**src/rtl/cdc_handshake_rx.sv**
```systemverilog
// Destination side of a 2-phase toggle req/ack CDC handshake: capture, valid/ready hand-off, ack toggle.
// Optional macro CDC_HS_RX_PARITY_EN adds async_par input and a par_err pulse output.
module cdc_handshake_rx #(
  parameter int DATA_W = 8,
  parameter int CNT_W  = 16
) (
  input  logic              clk_dest,
  input  logic              rst,
  input  logic              req_sync,
  input  logic [DATA_W-1:0] async_data,
`ifdef CDC_HS_RX_PARITY_EN
  input  logic              async_par,
  output logic              par_err,
`endif
  output logic              out_valid,
  input  logic              out_ready,
  output logic [DATA_W-1:0] out_data,
  output logic              ack_toggle,
  output logic              overrun_err,
  output logic [CNT_W-1:0]  xfer_cnt
);

  typedef enum logic {IDLE = 1'b0, VALID = 1'b1} state_t;

  state_t            r_state;
  logic              r_req_prev;
  logic              r_valid;
  logic [DATA_W-1:0] r_data;
  logic              r_ack;
  logic              r_overrun;
  logic [CNT_W-1:0]  r_cnt;
  logic              w_req_edge;
`ifdef CDC_HS_RX_PARITY_EN
  logic              r_par_err;
`endif

  // req_prev only advances when an edge is consumed, so an edge arriving
  // while a word is held stays pending until the word is accepted.
  assign w_req_edge = req_sync ^ r_req_prev;

  always_ff @(posedge clk_dest) begin
    if (rst) begin
      r_state    <= IDLE;
      r_req_prev <= 1'b0;
      r_valid    <= 1'b0;
      r_data     <= '0;
      r_ack      <= 1'b0;
      r_overrun  <= 1'b0;
      r_cnt      <= '0;
`ifdef CDC_HS_RX_PARITY_EN
      r_par_err  <= 1'b0;
`endif
    end else begin
`ifdef CDC_HS_RX_PARITY_EN
      r_par_err <= 1'b0;
`endif
      case (r_state)
        IDLE: begin
          if (w_req_edge) begin
            r_data     <= async_data;
            r_req_prev <= req_sync;
            r_valid    <= 1'b1;
            r_state    <= VALID;
`ifdef CDC_HS_RX_PARITY_EN
            r_par_err  <= ^{async_data, async_par};
`endif
          end
        end
        VALID: begin
          if (w_req_edge) r_overrun <= 1'b1;
          if (out_ready) begin
            r_valid <= 1'b0;
            r_ack   <= ~r_ack;
            r_cnt   <= r_cnt + 1'b1;
            r_state <= IDLE;
          end
        end
        default: r_state <= IDLE;
      endcase
    end
  end

  assign out_valid   = r_valid;
  assign out_data    = r_data;
  assign ack_toggle  = r_ack;
  assign overrun_err = r_overrun;
  assign xfer_cnt    = r_cnt;
`ifdef CDC_HS_RX_PARITY_EN
  assign par_err     = r_par_err;
`endif

endmodule

```
**config.mk**
```make
export PLATFORM = sky130hd
export DESIGN_NAME = cdc_handshake_rx
export DESIGN_NICKNAME = d
export VERILOG_FILES = /design/src/rtl/cdc_handshake_rx.sv
export SDC_FILE = /design/constraint.sdc
export NUM_CORES = 1
export LEC_CHECK = 0
export ABC_AREA = 0
export CAP_MARGIN = 30
export CORE_MARGIN = 1
export CORE_UTILIZATION = 48
export CTS_CLUSTER_DIAMETER = 120
export CTS_CLUSTER_SIZE = 30
export DETAILED_ROUTE_END_ITERATION = 16
export PLACE_DENSITY = 0.82
export SLEW_MARGIN = 10
export SYNTH_ARGS = -nofsm -noshare
export SYNTH_HDL_FRONTEND = slang
export SYNTH_SLANG_ARGS = --single-unit
```
**constraint.sdc**
```tcl
create_clock -name clk_dest -period 2.5 [get_ports clk_dest]
set_clock_uncertainty 0.05 [all_clocks]
set_input_delay 0.5 -clock clk_dest [delete_from_list [all_inputs] [get_ports clk_dest]]
set_output_delay 0.5 -clock clk_dest [all_outputs]
set_load 0.01 [all_outputs]
```
==> results.cfg <==
[layout]
area_delta_synth_final_pct = 41.1
multi_input_area_sq_um = 563
layout-drive-gt1-share = 0.0909
n_fill_cell = 179
fin_nets = 177
diodes = 0
final_common_cell = clkdlybuf4s50_1
layout_common_cells = 38 x clkdlybuf4s50_1, 29 x dfxtp_1, 26 x nor2_1
seqCellArea_sq_um = 581

[detailed_routing]
vias = 1025
first_iter_violations = 27
drt-total-wl_microns = 2560
wire_per_inst_microns = 13.3
drtAntennaViolNets = 0
via_per_inst = 5.31
route.detailed.drc = 0
drt-pass1-iter-count = 4

[floorplan]
die_h_microns = 51.6
fp.coreArea_sq_um = 2250
fp.dieW_microns = 51.6
start_util = 0.523
dieArea_sq_um = 2660
row_count = 17
ioPinCount = 39

[placed_design]
portBuffers = 38
gp_congestion = 0.736
dp_hpwl_microns = 1870

[timing]
rsz0062_at_grt = no
slew_headroom = 0.758
drv_slew = 0
tightest_slew_ps = 359
fin_tns_setup_ps = 0
fmax_mhz = 516
period_minus_slack_ps = 1940
hold_viol_final = 0
fin_crit_sh = 0.775
finalSetupViolCount = 0

[pwr]
vdd_ir_drop_max_v = 0.000581
power_density_nw_per_um2 = 619
p_leak_nw = 0.633
p_total_mw = 1.03

[synthesis]
synth_area_sq_um = 1180
synth_seq_cells = 29
syn_nets = 136
avgSynthCellArea_sq_um = 9.58
synth_top_cell_by_area = dfxtp_1
synth_cells = 123
ys_warn_count = 0
synth_top_area_frac = 0.493
yosys-top-cells-area = dfxtp_1 49%, mux2i_1 8.5%, nor2_1 8.3%, xor2_1 6.7%, nand4_1 3.7%
ys_types = 29
ys_seq_area_frac = 0.493

[cts]
post-cts-setup-buffer-count = 0
path_clk_slew_ps = 100
cts-hold-fix-buffers = 0
cts_resized = 0
htree_levels = 2
cts_root_buf = clkbuf_4
worstSkewPairLatency_ps = 320
clockBufferDepth = 2
clkSinkCount = 29
cts-buffers-inserted = 5
cts_tree = yes

[worst_setup_path]
critPathKind = flop to output port
cpPeakStageDelay_ps = 590
crit_buf_inv = 1
worstPathArrival_ps = 1390
cp-start-kind = flop
cp-end-kind = output port
cp_top_family = buffers and inverters
crit_slowest_cell = clkdlybuf4s50_1
crit_fanout = 7
critPathRequiredTime_ps = 1950
path_cells = clkdlybuf4s50_1

[hold_path]
hold_path_class = flop to flop

[run_status]
outcome = finished, final reports clean

[global_route]
antenna_found_initial = 0
overflow = 0
grt_max_degree = 30
grt_first_pass_wirelength_microns = 4350
grt_pass1_vias = 1009
gr-usage-all-layers = 0.225

[run]
maxCapViolations = 0
[registers in the layout, summed over array words and instances, names as in the netlist]
| name | cells |
|---|---|
| ack_toggle | 1 |
| out_data | 8 |
| out_valid | 1 |
| overrun_err | 1 |
| r_req_prev | 1 |
| r_state | 1 |
| xfer_cnt | 16 |
[cells by family (layout without fill, tap and decap cells)]
family | after synthesis | after routing | share of synthesized area
compound gates | 7 | 7 | 0.0340
xor+xnor | 14 | 14 | 0.104
fa+ha+maj | 1 | 1 | 0.0106
buf+inv | 7 | 49 | 0.0297
flops | 29 | 29 | 0.493
mux | 10 | 10 | 0.0849
simple gates | 55 | 55 | 0.244
[path summary, 6_finish.rpt]
kind | from | to | slack (ps) | cells past startpoint
max | xfer_cnt[3]$_SDFFE_PP0P_ | xfer_cnt[3] | 560 | 1
min | out_data[2]$_SDFFE_PP0P_ | out_data[2]$_SDFFE_PP0P_ | 450 | 2
max reg2reg | xfer_cnt[3]$_SDFFE_PP0P_ | xfer_cnt[15]$_SDFFE_PP0P_ | 840 | 4
min reg2reg | out_data[2]$_SDFFE_PP0P_ | out_data[2]$_SDFFE_PP0P_ | 450 | 2
[where the power goes]
group / leakage [nW] / internal, mW / switching [mW]
Clock: 0.0455 / 0.239 / 0.156
Sequential: 0.236 / 0.484 / 0.0169
Combinational: 0.352 / 0.0774 / 0.0568
Total: 0.633 / 0.801 / 0.229
[tightest hold or removal path: cells and delay by family (launching register included)]
family,cells,cell delay (ps)
flip-flops,1,330
multiplexers,1,60
AND/OR/NAND/NOR,1,70
[metrics by stage]
step,util,setup slack (ps),hold WS (ps),cells,area (sq um)
finish,0.738,563,446,193,1660
global route,0.738,518,470,193,1660
CTS,0.738,577,443,193,1660
detailed placement,0.700,424,415,185,1580
global placement,0.700,487,409,185,1580
floorplan,-,952,434,123,1180
[synth_stat cells]
master / number
clkbuf_1: 3
and4_4: 1
ha_1: 1
xnor2_1: 5
nor2_1: 26
nand3_1: 1
or3_2: 1
nand2_1: 5
o21ai_0: 1
and2b_2: 1
buf_2: 1
a21oi_1: 4
nor4b_1: 1
xor2_1: 9
and4_1: 1
and2_1: 2
mux2i_1: 10
buf_1: 1
buf_6: 1
inv_1: 1
o31ai_1: 2
nand4_1: 7
and3_1: 1
nand2_4: 1
dfxtp_1: 29
and4_2: 1
and3_2: 1
nor3_1: 3
or4_1: 2
[routing by layer]
metal	global-route usage	vias up	routed length [microns]
met1	0.263	487	1140
met4	0.0856	0	9
met2	0.377	28	1300
met5	0	-	0
li1	-	508	-
met3	0.0760	2	109
[cell type report]
cell class                 count  share of cell area
inverter                       1             0.00226
clock buffer                   7              0.0331
multi-input combinational     87               0.339
timing repair buffer          40               0.238
sequential                    29               0.349
clock inverter                 1              0.0181
tap                           28              0.0211
(Power assumes the default switching activity.)
